$ cat src/rtl/rx_dma_pkg.sv
`default_nettype none
// ============================================================================
//  Module      : rx_dma_pkg
//  Description : Shared constants for the RX DMA burst writer: FSM state
//                encodings and the AXI burst/response codes it uses.
//  Revision    : 1.0 - initial release
// ============================================================================
package rx_dma_pkg;

    // FSM state encoding (2-bit, legacy-compatible constants)
    localparam logic [1:0] S_IDLE = 2'd0;
    localparam logic [1:0] S_AW   = 2'd1;
    localparam logic [1:0] S_W    = 2'd2;
    localparam logic [1:0] S_B    = 2'd3;

    localparam logic [1:0] AXI_BURST_INCR = 2'b01;
    localparam logic [1:0] AXI_RESP_OKAY  = 2'b00;

endpackage
`default_nettype wire

$ cat src/rtl/axi_burst_len_calc.sv
`default_nettype none
// ============================================================================
//  Module      : axi_burst_len_calc
//  Description : Combinational burst sizing. Returns the number of beats for
//                the next burst: the smallest of the beats still owed, the
//                configured burst cap, and the beats left before the next
//                4 KiB boundary.
//  Ports       : i_beats_left - beats remaining in the whole transfer
//                i_addr_lo    - low 12 bits of the (beat-aligned) address
//                o_n          - beats in the next burst (1..256)
//  Revision    : 1.0 - initial release
// ============================================================================
module axi_burst_len_calc
    import rx_dma_pkg::*;
#(
    parameter int MAX_BURST_BEATS = 16,
    parameter int BYTES           = 16,
    parameter int BL_W            = 13
) (
    input  logic [BL_W-1:0] i_beats_left,
    input  logic [11:0]     i_addr_lo,
    output logic [8:0]      o_n
);

    localparam int LOG2_BYTES = $clog2(BYTES);
    localparam int MW         = (BL_W > 13) ? BL_W : 13;

    logic [12:0]   w_page_room_bytes;
    logic [MW-1:0] w_page_beats;
    logic [MW-1:0] w_beats;
    logic [MW-1:0] w_cap;
    logic [MW-1:0] w_min;

    // Address is beat-aligned, so the byte room divides exactly into beats.
    assign w_page_room_bytes = 13'd4096 - {1'b0, i_addr_lo};
    assign w_page_beats      = MW'(w_page_room_bytes >> LOG2_BYTES);
    assign w_beats           = MW'(i_beats_left);
    assign w_cap             = MW'(MAX_BURST_BEATS);

    always_comb begin
        w_min = w_beats;
        if (w_cap < w_min) begin
            w_min = w_cap;
        end
        if (w_page_beats < w_min) begin
            w_min = w_page_beats;
        end
    end

    // Result is bounded by MAX_BURST_BEATS (<= 256), so 9 bits suffice.
    assign o_n = 9'(w_min);

endmodule
`default_nettype wire

$ cat src/rtl/rx_dma_burst_writer.sv
`default_nettype none
// ============================================================================
//  Module      : rx_dma_burst_writer
//  Description : Drains the RX data FIFO (FWFT) into memory with AXI4 INCR
//                write bursts. Bursts never cross 4 KiB; the final beat of a
//                transfer whose length is not a whole number of words is
//                masked with WSTRB. One burst outstanding at a time.
//  Ports       : clock/reset_n         - clock, sync active-low reset
//                i_start/i_addr/i_len  - transfer command, o_busy status
//                o_rd_en/i_rd_data/i_empty - FIFO read side
//                o_aw*/i_awready       - AXI write address channel
//                o_w*/i_wready         - AXI write data channel
//                i_bresp/i_bvalid/o_bready - AXI write response channel
//                o_err                 - sticky error on non-OKAY BRESP
//  Revision    : 1.0 - initial release
// ============================================================================
module rx_dma_burst_writer
    import rx_dma_pkg::*;
#(
    parameter int AXI_ADDR_WIDTH  = 32,
    parameter int DATA_WIDTH      = 128,
    parameter int MAX_BURST_BEATS = 16
) (
    input  logic                      clock,
    input  logic                      reset_n,
    // memory-write command
    input  logic                      i_start,
    input  logic [AXI_ADDR_WIDTH-1:0] i_addr,
    input  logic [15:0]               i_len,
    output logic                      o_busy,
    // FIFO read (first-word fall-through)
    output logic                      o_rd_en,
    input  logic [DATA_WIDTH-1:0]     i_rd_data,
    input  logic                      i_empty,
    // AXI write address
    output logic [AXI_ADDR_WIDTH-1:0] o_awaddr,
    output logic [7:0]                o_awlen,
    output logic [2:0]                o_awsize,
    output logic [1:0]                o_awburst,
    output logic                      o_awvalid,
    input  logic                      i_awready,
    // AXI write data
    output logic [DATA_WIDTH-1:0]     o_wdata,
    output logic [DATA_WIDTH/8-1:0]   o_wstrb,
    output logic                      o_wlast,
    output logic                      o_wvalid,
    input  logic                      i_wready,
    // AXI write response
    input  logic [1:0]                i_bresp,
    input  logic                      i_bvalid,
    output logic                      o_bready,
    // status
    output logic                      o_err
);

    localparam int BYTES      = DATA_WIDTH / 8;
    localparam int LOG2_BYTES = $clog2(BYTES);
    // Enough bits for ceil(65535 / BYTES) beats.
    localparam int BL_W       = 17 - LOG2_BYTES;

    logic [1:0]                r_state;
    logic [AXI_ADDR_WIDTH-1:0] r_addr;
    logic [BL_W-1:0]           r_beats_left;
    logic [LOG2_BYTES-1:0]     r_tail;
    logic [8:0]                r_burst_n;
    logic [8:0]                r_beat_cnt;
    logic                      r_err;

    logic [8:0]                w_burst_n;
    logic [16:0]               w_len_round;
    logic [BL_W-1:0]           w_len_beats;
    logic                      w_wvalid;
    logic                      w_wlast;
    logic                      w_final_beat;
    logic [BYTES-1:0]          w_tail_mask;

    assign w_len_round = {1'b0, i_len} + 17'(BYTES - 1);
    assign w_len_beats = BL_W'(w_len_round >> LOG2_BYTES);

    axi_burst_len_calc #(
        .MAX_BURST_BEATS (MAX_BURST_BEATS),
        .BYTES           (BYTES),
        .BL_W            (BL_W)
    ) u_len_calc (
        .i_beats_left (r_beats_left),
        .i_addr_lo    (r_addr[11:0]),
        .o_n          (w_burst_n)
    );

    assign w_wvalid = (r_state == S_W) && !i_empty;
    assign w_wlast  = (r_state == S_W) && (r_beat_cnt == r_burst_n - 9'd1);

    // beats_left is already decremented for the burst in flight, so zero
    // here means this burst carries the final beat of the transfer.
    assign w_final_beat = w_wlast && (r_beats_left == '0) && (r_tail != '0);
    assign w_tail_mask  = ~({BYTES{1'b1}} << r_tail);

    always_ff @(posedge clock) begin
        if (!reset_n) begin
            r_state      <= S_IDLE;
            r_addr       <= '0;
            r_beats_left <= '0;
            r_tail       <= '0;
            r_burst_n    <= '0;
            r_beat_cnt   <= '0;
            r_err        <= 1'b0;
        end else begin
            case (r_state)
                S_IDLE: begin
                    if (i_start) begin
                        r_err        <= 1'b0;
                        r_addr       <= i_addr & ~AXI_ADDR_WIDTH'(BYTES - 1);
                        r_beats_left <= w_len_beats;
                        r_tail       <= i_len[LOG2_BYTES-1:0];
                        if (i_len != 16'd0) begin
                            r_state <= S_AW;
                        end
                    end
                end
                S_AW: begin
                    if (i_awready) begin
                        r_addr       <= r_addr + (AXI_ADDR_WIDTH'(w_burst_n) << LOG2_BYTES);
                        r_beats_left <= r_beats_left - BL_W'(w_burst_n);
                        r_burst_n    <= w_burst_n;
                        r_beat_cnt   <= '0;
                        r_state      <= S_W;
                    end
                end
                S_W: begin
                    if (w_wvalid && i_wready) begin
                        if (w_wlast) begin
                            r_state <= S_B;
                        end else begin
                            r_beat_cnt <= r_beat_cnt + 9'd1;
                        end
                    end
                end
                S_B: begin
                    if (i_bvalid) begin
                        if (i_bresp != AXI_RESP_OKAY) begin
                            r_err <= 1'b1;
                        end
                        r_state <= (r_beats_left != '0) ? S_AW : S_IDLE;
                    end
                end
                default: r_state <= S_IDLE;
            endcase
        end
    end

    assign o_busy    = (r_state != S_IDLE);
    assign o_err     = r_err;

    assign o_awaddr  = r_addr;
    assign o_awlen   = 8'(w_burst_n - 9'd1);
    assign o_awsize  = 3'(LOG2_BYTES);
    assign o_awburst = AXI_BURST_INCR;
    assign o_awvalid = (r_state == S_AW);

    assign o_wdata   = i_rd_data;
    assign o_wstrb   = w_final_beat ? w_tail_mask : {BYTES{1'b1}};
    assign o_wlast   = w_wlast;
    assign o_wvalid  = w_wvalid;
    assign o_rd_en   = w_wvalid && i_wready;

    assign o_bready  = (r_state == S_B);

endmodule
`default_nettype wire

$ cat config.mk
export PLATFORM = sky130hd
export DESIGN_NAME = rx_dma_burst_writer
export DESIGN_NICKNAME = d
export VERILOG_FILES = /design/src/rtl/rx_dma_pkg.sv /design/src/rtl/axi_burst_len_calc.sv /design/src/rtl/rx_dma_burst_writer.sv
export SDC_FILE = /design/constraint.sdc
export NUM_CORES = 1
export LEC_CHECK = 0
export CAP_MARGIN = 30
export CORE_MARGIN = 2
export CORE_UTILIZATION = 30
export CTS_CLUSTER_SIZE = 30
export DETAILED_ROUTE_END_ITERATION = 8
export GPL_TIMING_DRIVEN = 0
export PLACE_DENSITY = 0.68
export SKIP_CTS_REPAIR_TIMING = 1
export SLEW_MARGIN = 20
export SYNTH_ARGS = -nofsm -noshare
export SYNTH_HDL_FRONTEND = slang
export SYNTH_SLANG_ARGS = --single-unit
$ cat constraint.sdc
create_clock -name clock -period 4.7 [get_ports clock]
set_clock_uncertainty 0.2 [all_clocks]
set_input_delay 0.47 -clock clock [delete_from_list [all_inputs] [get_ports clock]]
set_output_delay 0.47 -clock clock [all_outputs]
set_load 0.01 [all_outputs]
==> run metrics, run 1 <==
Initial Utilization=30.55%; final cell count without fillers=~1500; DRT iter0 DRCs=~590; vias in the first global route=between 7000 and 8000; failing checks=negative setup slack; commonest non-fill, non-tap cells in the layout=clkdlybuf4s50_1, buf_4, nor2_1; peak supply drop=~0.43 mV; DR pass1 iterations=6; DP Cell Count=between 1000 and 1500; crit-path max cell delay=approximately 380 ps; largest net degree at the start of global routing=11; status=finished, violations left; critical path cell sequence=buf_6, or3_4, or2_4, nor2_4, xnor2_4, ha_4, a21o_1, a21o_1, a21o_1, nor3_4, buf_8, nor2_2, a21oi_4, inv_2, ha_4, nor2_4, a41oi_2, o2111ai_2, a211oi_4, buf_6, nand4_1, mux2i_1, o22ai_1; Vias=~8000; Worst Reg-to-Reg Cells=23; asr flop ratio synth=0%; placed inst area=approximately 0.0095 mm^2; H-tree levels=3; DRC violations left=0; Worst Setup End Kind=flop; R2R Setup Slk=-430 ps; final core occ=between 50 and 60%; most common cell after layout, fill and taps aside=clkdlybuf4s50_1; final non-filler cell area=0.01103 mm^2; final hold viol count=0; Synth top area share=about a fifth; Die Span X=between 150 and 200 um; Req. time, crit path=between 4000 and 5000 ps; CTS tree=yes; final setup fails=36; Worst Hold Class=flop to flop; Synth Flop Type=dfxtp_1; Clock Path Buffers=2; Placer Congestion=between 0.9 and 1; final setup TNS=-8761 ps; GR Overflow Total=0; Sink Count=66; min-delay src=o_err$_SDFFE_PN0P_; share of cells above drive strength 1=between 20 and 30%; Final #Nets=1450; Synth warnings=0; post-synthesis register bit count=between 60 and 70; most frequent cell on the critical path=a21o_1; Port Buffer Count=237; r2r endpoint=o_awaddr[29]$_SDFFE_PN0P_; initial antenna violation count=0; CTS root buffer=clkbuf_16; RSZ-0062 raised after global routing=yes; first-pass GRT wire length=roughly 37000 um; area leader, netlist=dfxtp_1; Worst-path clk slew=60 ps; Final Slew Violations=0; Worst Hold End=o_err$_SDFFE_PN0P_; I/O pin count=roughly 380; PwrDens=between 800 and 900 mW/mm^2; PnR worst setup slack=-433.0 ps; GRT Total Usage=19.38%; Die ar.=~0.023 mm^2; sequential fraction of the synthesis area=roughly 20%; hold depth=2; Routed WL per cell=~17 um; Synth area leaders=dfxtp_1, buf_4, ha_1, xnor2_1, nor2_1; Crit path buffers/inverters=4; cell area after technology mapping=about 0.0067 mm^2; minimum clock period=slightly above 5000 ps; actual slew at the worst max-slew pin=964.2 ps; Critical Path AT=roughly 5100 ps; area of the core=between 0.02 and 0.025 mm^2; Max Cap Viol=0; Top Family by Delay on Critical Path=compound AO/OA/AOI/OAI gates; Post-synth EDFFs=0; synthesized area per cell=approximately 7.3 um^2; Synth cell types=73; critical path class=flop to flop; CP Launch Type=flop; leak pwr=around 4.4 nW; cts bufs inserted=9; fmax=approximately 200 MHz; Slew headroom=a little over a third; Critical Path Slowest Stage Cell=or3_4; Worst-Skew Late Latency=340 ps; # rows=54; CP max FO=5; hpwl dp=between 15000 and 20000 um; Syn Inst Count=913; Die H=approximately 150 um; Vias/cell=5.235; Tcrit/Tclk final=109.2%; post-place setup slack=-864.4 ps; ANT cells=0; Detailed Route WL=about 26000 um; reg2reg start=o_awaddr[7]$_SDFFE_PN0P_; P&R area growth vs syn=65.50%; Routed Antenna Nets=0
-- synth_stat cells, drive strengths merged, types with 13 or more instances --
cell type    n
o21ai       50
buf        146
xnor2       37
xor2        13
nor3        23
nor2        86
a211oi      19
ha          32
inv         37
dfxtp       66
nand2       73
clkbuf      34
a21oi       55
nand3       33
-- registers in the layout (all words and copies together) (netlist names) --
register      cells
r_beats_left     13
r_tail            4
r_burst_n         9
r_beat_cnt        9
o_err             1
r_state           2
o_awaddr         28
-- how the worst max path moves through the flow --
stage,from,to,slack (ps),cells past startpoint
after floorplan,r_beats_left[8]$_SDFFE_PN0P_,o_awaddr[29]$_SDFFE_PN0P_,6,22
after global placement,o_awaddr[6]$_SDFFE_PN0P_,o_awaddr[29]$_SDFFE_PN0P_,-840,23
after detailed placement,o_awaddr[6]$_SDFFE_PN0P_,o_awaddr[29]$_SDFFE_PN0P_,-860,23
after CTS,r_beats_left[9]$_SDFFE_PN0P_,o_awaddr[29]$_SDFFE_PN0P_,-870,22
after global routing,r_beats_left[8]$_SDFFE_PN0P_,o_awaddr[19]$_SDFFE_PN0P_,-580,22
final,o_awaddr[7]$_SDFFE_PN0P_,o_awaddr[29]$_SDFFE_PN0P_,-430,23
-- metal layers --
| metal | routed length, um | share of wire (%) | GRT usage [%] | vias to the layer above |
|---|---|---|---|---|
| met1 | 10140 | 39 | 24.14 | 3651 |
| li1 | - | - | - | 3748 |
| met3 | 2390 | 9.2 | 4.281 | 75 |
| met5 | 0 | 0 | 0 | - |
| met4 | 910 | 3.5 | 6.570 | 0 |
| met2 | 12660 | 49 | 33.04 | 467 |
-- metrics by stage --
stage                     total power [mW]  hold slack (ps)
final                                9.346            249.9
after global routing                 9.949            279.2
after CTS                            7.261            255.5
after detailed placement             6.478            247.6
after global placement               6.434            239.9
after floorplan                      4.592            243.8
-- tightest hold or removal path, cell delays in order (launching register included) --
cell and delay, ps:
dfxtp_1 300, inv_1 50, a21oi_1 50
-- report_power, final --
| group | switching, mW | total [mW] | internal (mW) |
|---|---|---|---|
| registers | 0.235 | 0.971 | 0.736 |
| logic | 4.20 | 7.62 | 3.43 |
| clock network | 0.259 | 0.751 | 0.491 |
| total | 4.69 | 9.35 | 4.66 |
-- layout make-up --
class | count | area (um^2)
fill | 2013 | 10790
clock inverter | 2 | 60.06
buffer | 180 | 1241
timing repair buffer | 297 | 2849
multi-input combinational | 641 | 4787
tap | 280 | 350.3
sequential | 66 | 1328
clock buffer | 13 | 260.3
inverter | 38 | 157.7
-- cell families after synthesis --
logic type | count (synthesis) | synth area share (%)
AOI/OAI and AO/OA | 222 | 22.17
DFF | 66 | 19.82
xor gates and xnor gates | 50 | 6.569
adders and majority gates | 33 | 6.156
other | 2 | 0.1127
muxes | 13 | 1.990
and+or+nand+nor | 309 | 23.03
buffers and inverters | 218 | 20.16
No activity file was read; power rests on OpenSTA's default activity.
==> run 2: changes to the inputs <==
- CORE_AREA: not set -> 2 2 148 150
- CORE_MARGIN: 2 -> not set
- CORE_UTILIZATION: 30 -> not set
- DIE_AREA: not set -> 0 0 150 152
- HOLD_SLACK_MARGIN: not set -> 0.05
- PLACE_DENSITY: 0.68 -> 0.71
==> run 2 against run 1 <==
The flow still finishes with violations (negative setup slack). Power is 4.0% lower. Cell area fell by 1.5%. Sequential share of layout area rose by 0.22 points. Sequential power grew 2%. Worst hold slack about the same. Highest routed layer unchanged. Critical path type unchanged. Global-route usage increased by 0.78 points. Non-clock buffer count decreased by 23. Utilization up 0.33 points. Fmax rose by 0.37%.
==> run metrics, run 2 (synthesized netlist as in run 1, its figures left out) <==
status=finished, violations left; failing checks=negative setup slack; critical path class=flop to flop; r2r endpoint=o_awaddr[29]$_SDFFE_PN0P_; Placer Congestion=0.9525 (+1.7%); final cell count without fillers=1495 (-1.5%); ANT cells=0 (unchanged); Largest register FFs=28 (unchanged); first-pass GRT wire length=37220 um (about the same); CP Launch Type=flop; # rows=54 (unchanged); Routed WL per cell=17.33 um (+0.74%); area of the core=0.02135 mm^2 (-2.2%); Port Buffer Count=237 (unchanged); Worst Hold Class=flop to flop; PnR worst setup slack=-414.0 ps (+18.98 ps); Slew headroom=37.34% (+1.9 points); Die Span X=150 um (-2.0%); final setup fails=36 (unchanged); Clock Power Share=8.5% (+0.5 points); Worst Reg-to-Reg Cells=23 (unchanged); CP max FO=5 (unchanged); actual slew at the worst max-slew pin=939.9 ps (-24.25 ps); R2R Setup Slk=-410 ps (+20 ps); cts bufs inserted=9 (unchanged); I/O pin count=381 (unchanged); minimum clock period=5114 ps (-18.98 ps); initial antenna violation count=0 (unchanged); DRT iter0 DRCs=642 (+9.4%); share of cells above drive strength 1=26.91% (-1.2 points); Routed Antenna Nets=0 (unchanged); Comb pwr share=80.5% (-1.1 points); Vias=7993 (+0.65%); Worst Setup End Kind=flop; Worst-path clk slew=60 ps (about the same); final hold viol count=0 (unchanged); vias in the first global route=7158 (+1.5%); Critical Path AT=5120 ps (about the same); GRT Total Usage=20.17% (+0.78 points); Die ar.=0.02280 mm^2 (-2.7%); CTS tree=yes; min-delay src=o_err$_SDFFE_PN0P_; Pint=4.394 mW (-5.6%); Final #Nets=1427 (-1.6%); peak supply drop=0.4024 mV (-5.5%); Final Slew Violations=0 (unchanged); CTS root buffer=clkbuf_16; Vias/cell=5.346 (+2.1%); DP Cell Count=1442 (unchanged); hpwl dp=18710 um (-0.99%); H-tree levels=3 (unchanged); post-place setup slack=-820.6 ps (+43.76 ps); leak pwr=4.314 nW (-2.7%); final core occ=50.89% (+0.33 points); Worst Hold End=o_err$_SDFFE_PN0P_; RSZ-0062 raised after global routing=yes; sw frac=51.04% (+0.85 points); commonest non-fill, non-tap cells in the layout=clkdlybuf4s50_1, buf_4, nor2_1; reg2reg start=o_awaddr[6]$_SDFFE_PN0P_; Net Sw Power=4.581 mW (-2.3%); most common cell after layout, fill and taps aside=clkdlybuf4s50_1; DR pass1 iterations=5 (-1); Worst-Skew Late Latency=340 ps (about the same); Clock Path Buffers=2 (unchanged); Sink Count=66 (unchanged); P&R area growth vs syn=62.99%; Max Cap Viol=0 (unchanged); Detailed Route WL=25910 um (-0.72%); DRC violations left=0 (unchanged); GR Overflow Total=0 (unchanged); Flop pwr share=11.0% (+0.6 points); hold depth=2 (unchanged); PwrDens=826.1 mW/mm^2 (-2.5%); Req. time, crit path=4700 ps (about the same); Initial Utilization=31.22% (+0.68 points); final non-filler cell area=0.01087 mm^2 (-1.5%); Tcrit/Tclk final=108.8% (-0.40 points); fmax=195.5 MHz (+0.37%); Die H=152 um (-0.70%); placed inst area=0.009529 mm^2 (unchanged); largest net degree at the start of global routing=12 (+1)
-- run 2: routing by layer --
layer / track usage [%] / up-vias / routed length (um)
li1: - / 3696 / -
met1: 25.44 / 3708 / 10020
met2: 33.92 / 496 / 12360
met3: 3.604 / 93 / 2445
met4: 7.772 / 0 / 1077
met5: 0 / - / 0
-- run 2: area by class of cell --
type | instances | area (um^2)
buffer | 179 | 1226
clock buffer | 12 | 256.5
clock inverter | 4 | 73.82
fill | 1993 | 10490
inverter | 38 | 155.1
multi-input combinational | 641 | 4781
sequential | 66 | 1331
tap | 280 | 350.3
timing repair buffer | 275 | 2691
-- run 2: critical path: stages (launching register included) --
cell and delay, ps:
dfxtp_2 330, buf_8 120, or3_4 360, or2_4 290
nor4_4 190, xnor2_2 160, ha_1 280, buf_4 140
a21o_1 180, a21o_1 210, nor3_4 270, buf_6 190
nor2_4 40, a21oi_4 180, inv_2 70, ha_4 310
nor2_4 40, a41oi_2 200, o2111ai_2 220, a211oi_4 390
buf_6 180, nand4_1 120, mux2i_1 180, o22ai_1 90
-- run 2: metrics by stage --
stage	TNS [ps]	power [mW]	hold slack, ps
after floorplan	0	4.592	243.8
after global placement	-16860	6.387	242.5
after detailed placement	-19020	6.462	248.1
after CTS	-22540	7.254	257.2
after global routing	-16430	9.535	281.7
final	-9235	8.976	250.0
-- run 2: how the worst max path moves through the flow --
stage / startpoint / to / depth (start not counted)
detailed placement: o_awaddr[6]$_SDFFE_PN0P_ / o_awaddr[29]$_SDFFE_PN0P_ / 23
CTS: o_awaddr[6]$_SDFFE_PN0P_ / o_awaddr[29]$_SDFFE_PN0P_ / 23
global placement: o_awaddr[6]$_SDFFE_PN0P_ / o_awaddr[29]$_SDFFE_PN0P_ / 23
global route: o_awaddr[6]$_SDFFE_PN0P_ / o_awaddr[29]$_SDFFE_PN0P_ / 23
finish: o_awaddr[6]$_SDFFE_PN0P_ / o_awaddr[29]$_SDFFE_PN0P_ / 23
floorplan: r_beats_left[8]$_SDFFE_PN0P_ / o_awaddr[29]$_SDFFE_PN0P_ / 22
-- run 2: power groups by stage --
stage	Sequential (mW)	Clock, mW	Combinational, mW
4_1_cts	0.938	0.768	5.55
2_1_floorplan	0.934	0	3.66
3_5_place_dp	0.947	0	5.52
6_report	0.988	0.766	7.22
5_1_grt	1.01	0.790	7.73
3_3_place_gp	0.942	0	5.45
==> run 3: changes to the inputs <==
==> constraint.sdc (replaced) <==
create_clock -name clock -period 4.7 [get_ports clock]
set_clock_uncertainty 0.2 [all_clocks]
set_input_delay 0.705 -clock clock [delete_from_list [all_inputs] [get_ports clock]]
set_output_delay 0.705 -clock clock [all_outputs]
set_load 0.01 [all_outputs]
==> run 3 against run 2 <==
Register-to-register slack lost 20 ps. First-iteration DRC count grew 9.8%. Worst hold slack is essentially flat. Count of clock-buffer cells in the layout is the same. Power shrank 1.5%. Cell count shrank 0.13%. Sequential power grew 0.6%. Via count shrank 0.64%. Sequential share of layout area is essentially flat. Cell area shrank 0.53%. Die area is the same. The flow still finishes with violations (negative setup slack). Largest power group unchanged. Critical path depth grew 1.
==> run metrics, run 3 (synthesized netlist as in run 1, its figures left out) <==
critical path class=flop to flop; fmax=195.0 MHz (-0.29%); I/O pin count=381 (unchanged); Routed Antenna Nets=0 (unchanged); CTS root buffer=clkbuf_16; Worst-Skew Late Latency=340 ps (about the same); Critical Path Slowest Stage Cell=dfxtp_2; share of cells above drive strength 1=27.12% (+0.21 points); initial antenna violation count=0 (unchanged); CTS tree=yes; critical path cell sequence=inv_1, ha_1, inv_1, nor3_1, xnor2_2, ha_4, a21oi_2, a31oi_2, a21o_1, nor3_4, buf_6, nor2_2, a21oi_4, inv_2, ha_4, nand2_2, a211oi_2, nor4_4, a211oi_2, buf_4, buf_6, nand4_1, mux2i_1, o22ai_1; vias in the first global route=7158 (unchanged); Max Cap Viol=0 (unchanged); Die ar.=0.02280 mm^2 (unchanged); Slew headroom=36.54% (-0.80 points); Initial Utilization=31.22% (unchanged); crit-path max cell delay=490 ps (+100 ps); Critical Path AT=5130 ps (about the same); final setup TNS=-9085 ps (+149.3 ps); Overall Power=8.841 mW (-1.5%); peak supply drop=0.4090 mV (+1.6%); # rows=54 (unchanged); status=finished, violations left; DRC violations left=0 (unchanged); final setup fails=39 (+8.3%); Routed WL per cell=17.22 um (-0.63%); Vias=7942 (-0.64%); leak pwr=4.301 nW (-0.30%); first-pass GRT wire length=37220 um (unchanged); Tcrit/Tclk final=109.1% (+0.32 points); Clock Path Buffers=2 (unchanged); DRT iter0 DRCs=705 (+9.8%); final hold viol count=0 (unchanged); met2 Track Usage GR=33.92% (unchanged); met3 usage=3.604% (unchanged); GRT Total Usage=20.17% (unchanged); PnR worst setup slack=-429.1 ps (-15.03 ps); PwrDens=818.0 mW/mm^2 (-0.98%); failing checks=negative setup slack; RSZ-0062 raised after global routing=yes; H-tree levels=3 (unchanged); area of the core=0.02135 mm^2 (unchanged); Worst-path clk slew=60 ps (about the same); Vias/cell=5.319 (-0.50%); Final Slew Violations=0 (unchanged); commonest non-fill, non-tap cells in the layout=clkdlybuf4s50_1, buf_4, nor2_1; Port Buffer Count=237 (unchanged); Largest register FFs=28 (unchanged); cts bufs inserted=9 (unchanged); Worst Setup End Kind=flop; hpwl dp=18710 um (unchanged); R2R Setup Slk=-430 ps (-20 ps); post-place setup slack=-820.6 ps (unchanged); GR Overflow Total=0 (unchanged); Worst Hold Class=flop to flop; Placer Congestion=0.9525 (unchanged); global route hottest layer=met2; most common cell after layout, fill and taps aside=clkdlybuf4s50_1; Die H=152 um (unchanged); largest net degree at the start of global routing=12 (unchanged); Final #Nets=1425 (-0.14%); Die Span X=150 um (unchanged); CP max FO=8 (+3); DR pass1 iterations=8 (+3); CP Launch Type=flop; Sink Count=66 (unchanged); ANT cells=0 (unchanged); minimum clock period=5129 ps (+15.03 ps); Detailed Route WL=25710 um (-0.76%); P&R area growth vs syn=62.13%; actual slew at the worst max-slew pin=952.0 ps (+12.06 ps); Req. time, crit path=4700 ps (about the same); GR Util met1=25.44% (unchanged)
-- run 3: area by class of cell --
| cell class | count | area, um^2 |
|---|---|---|
| Fill cell | 1998 | 10540 |
| Multi-Input combinational cell | 641 | 4772 |
| Timing Repair Buffer | 274 | 2649 |
| Sequential cell | 66 | 1329 |
| Buffer | 178 | 1225 |
| Tap cell | 280 | 350.3 |
| Clock buffer | 12 | 256.5 |
| Inverter | 38 | 152.6 |
| Clock inverter | 4 | 73.82 |
-- run 3: report_power, final --
part / internal [mW] / leakage, nW / total (mW) / switching (mW)
Combinational: 3.09 / 3.59 / 7.08 / 3.99
Sequential: 0.737 / 0.543 / 0.994 / 0.256
Clock: 0.494 / 0.163 / 0.768 / 0.274
-- run 3: worst max-delay path, delay by kind of cell (launching register included) --
family                     cells  cell delay, ps
muxes                          1             180
and+or+nand+nor                6             700
DFF                            1             490
xor gates and xnor gates       1             290
AOI/OAI and AO/OA              7            1370
buffers and inverters          6             900
adders and majority gates      3             830
-- run 3: stage by stage --
step                cells  hold WS [ps]  utilization, %  area, um^2
floorplan             925         243.8               -        6807
global placement     1442         242.5           44.63        9529
detailed placement   1442         248.1           44.63        9529
CTS                  1458         257.2           46.18        9859
global route         1493         281.7           50.62       10810
finish               1493         249.9           50.62       10810
-- run 3: final timing paths --
check	to	startpoint	cells past startpoint
max	o_awaddr[29]$_SDFFE_PN0P_	o_awaddr[4]$_SDFFE_PN0P_	24
min	o_err$_SDFFE_PN0P_	o_err$_SDFFE_PN0P_	2
max reg2reg	o_awaddr[29]$_SDFFE_PN0P_	o_awaddr[4]$_SDFFE_PN0P_	24
min reg2reg	o_err$_SDFFE_PN0P_	o_err$_SDFFE_PN0P_	2
-- run 3: per-layer routing --
metal / vias to the layer above / wire length [um]
met3: 71 / 2398
met1: 3684 / 10050
met5: - / 0
met2: 491 / 12350
met4: 0 / 910
li1: 3696 / -
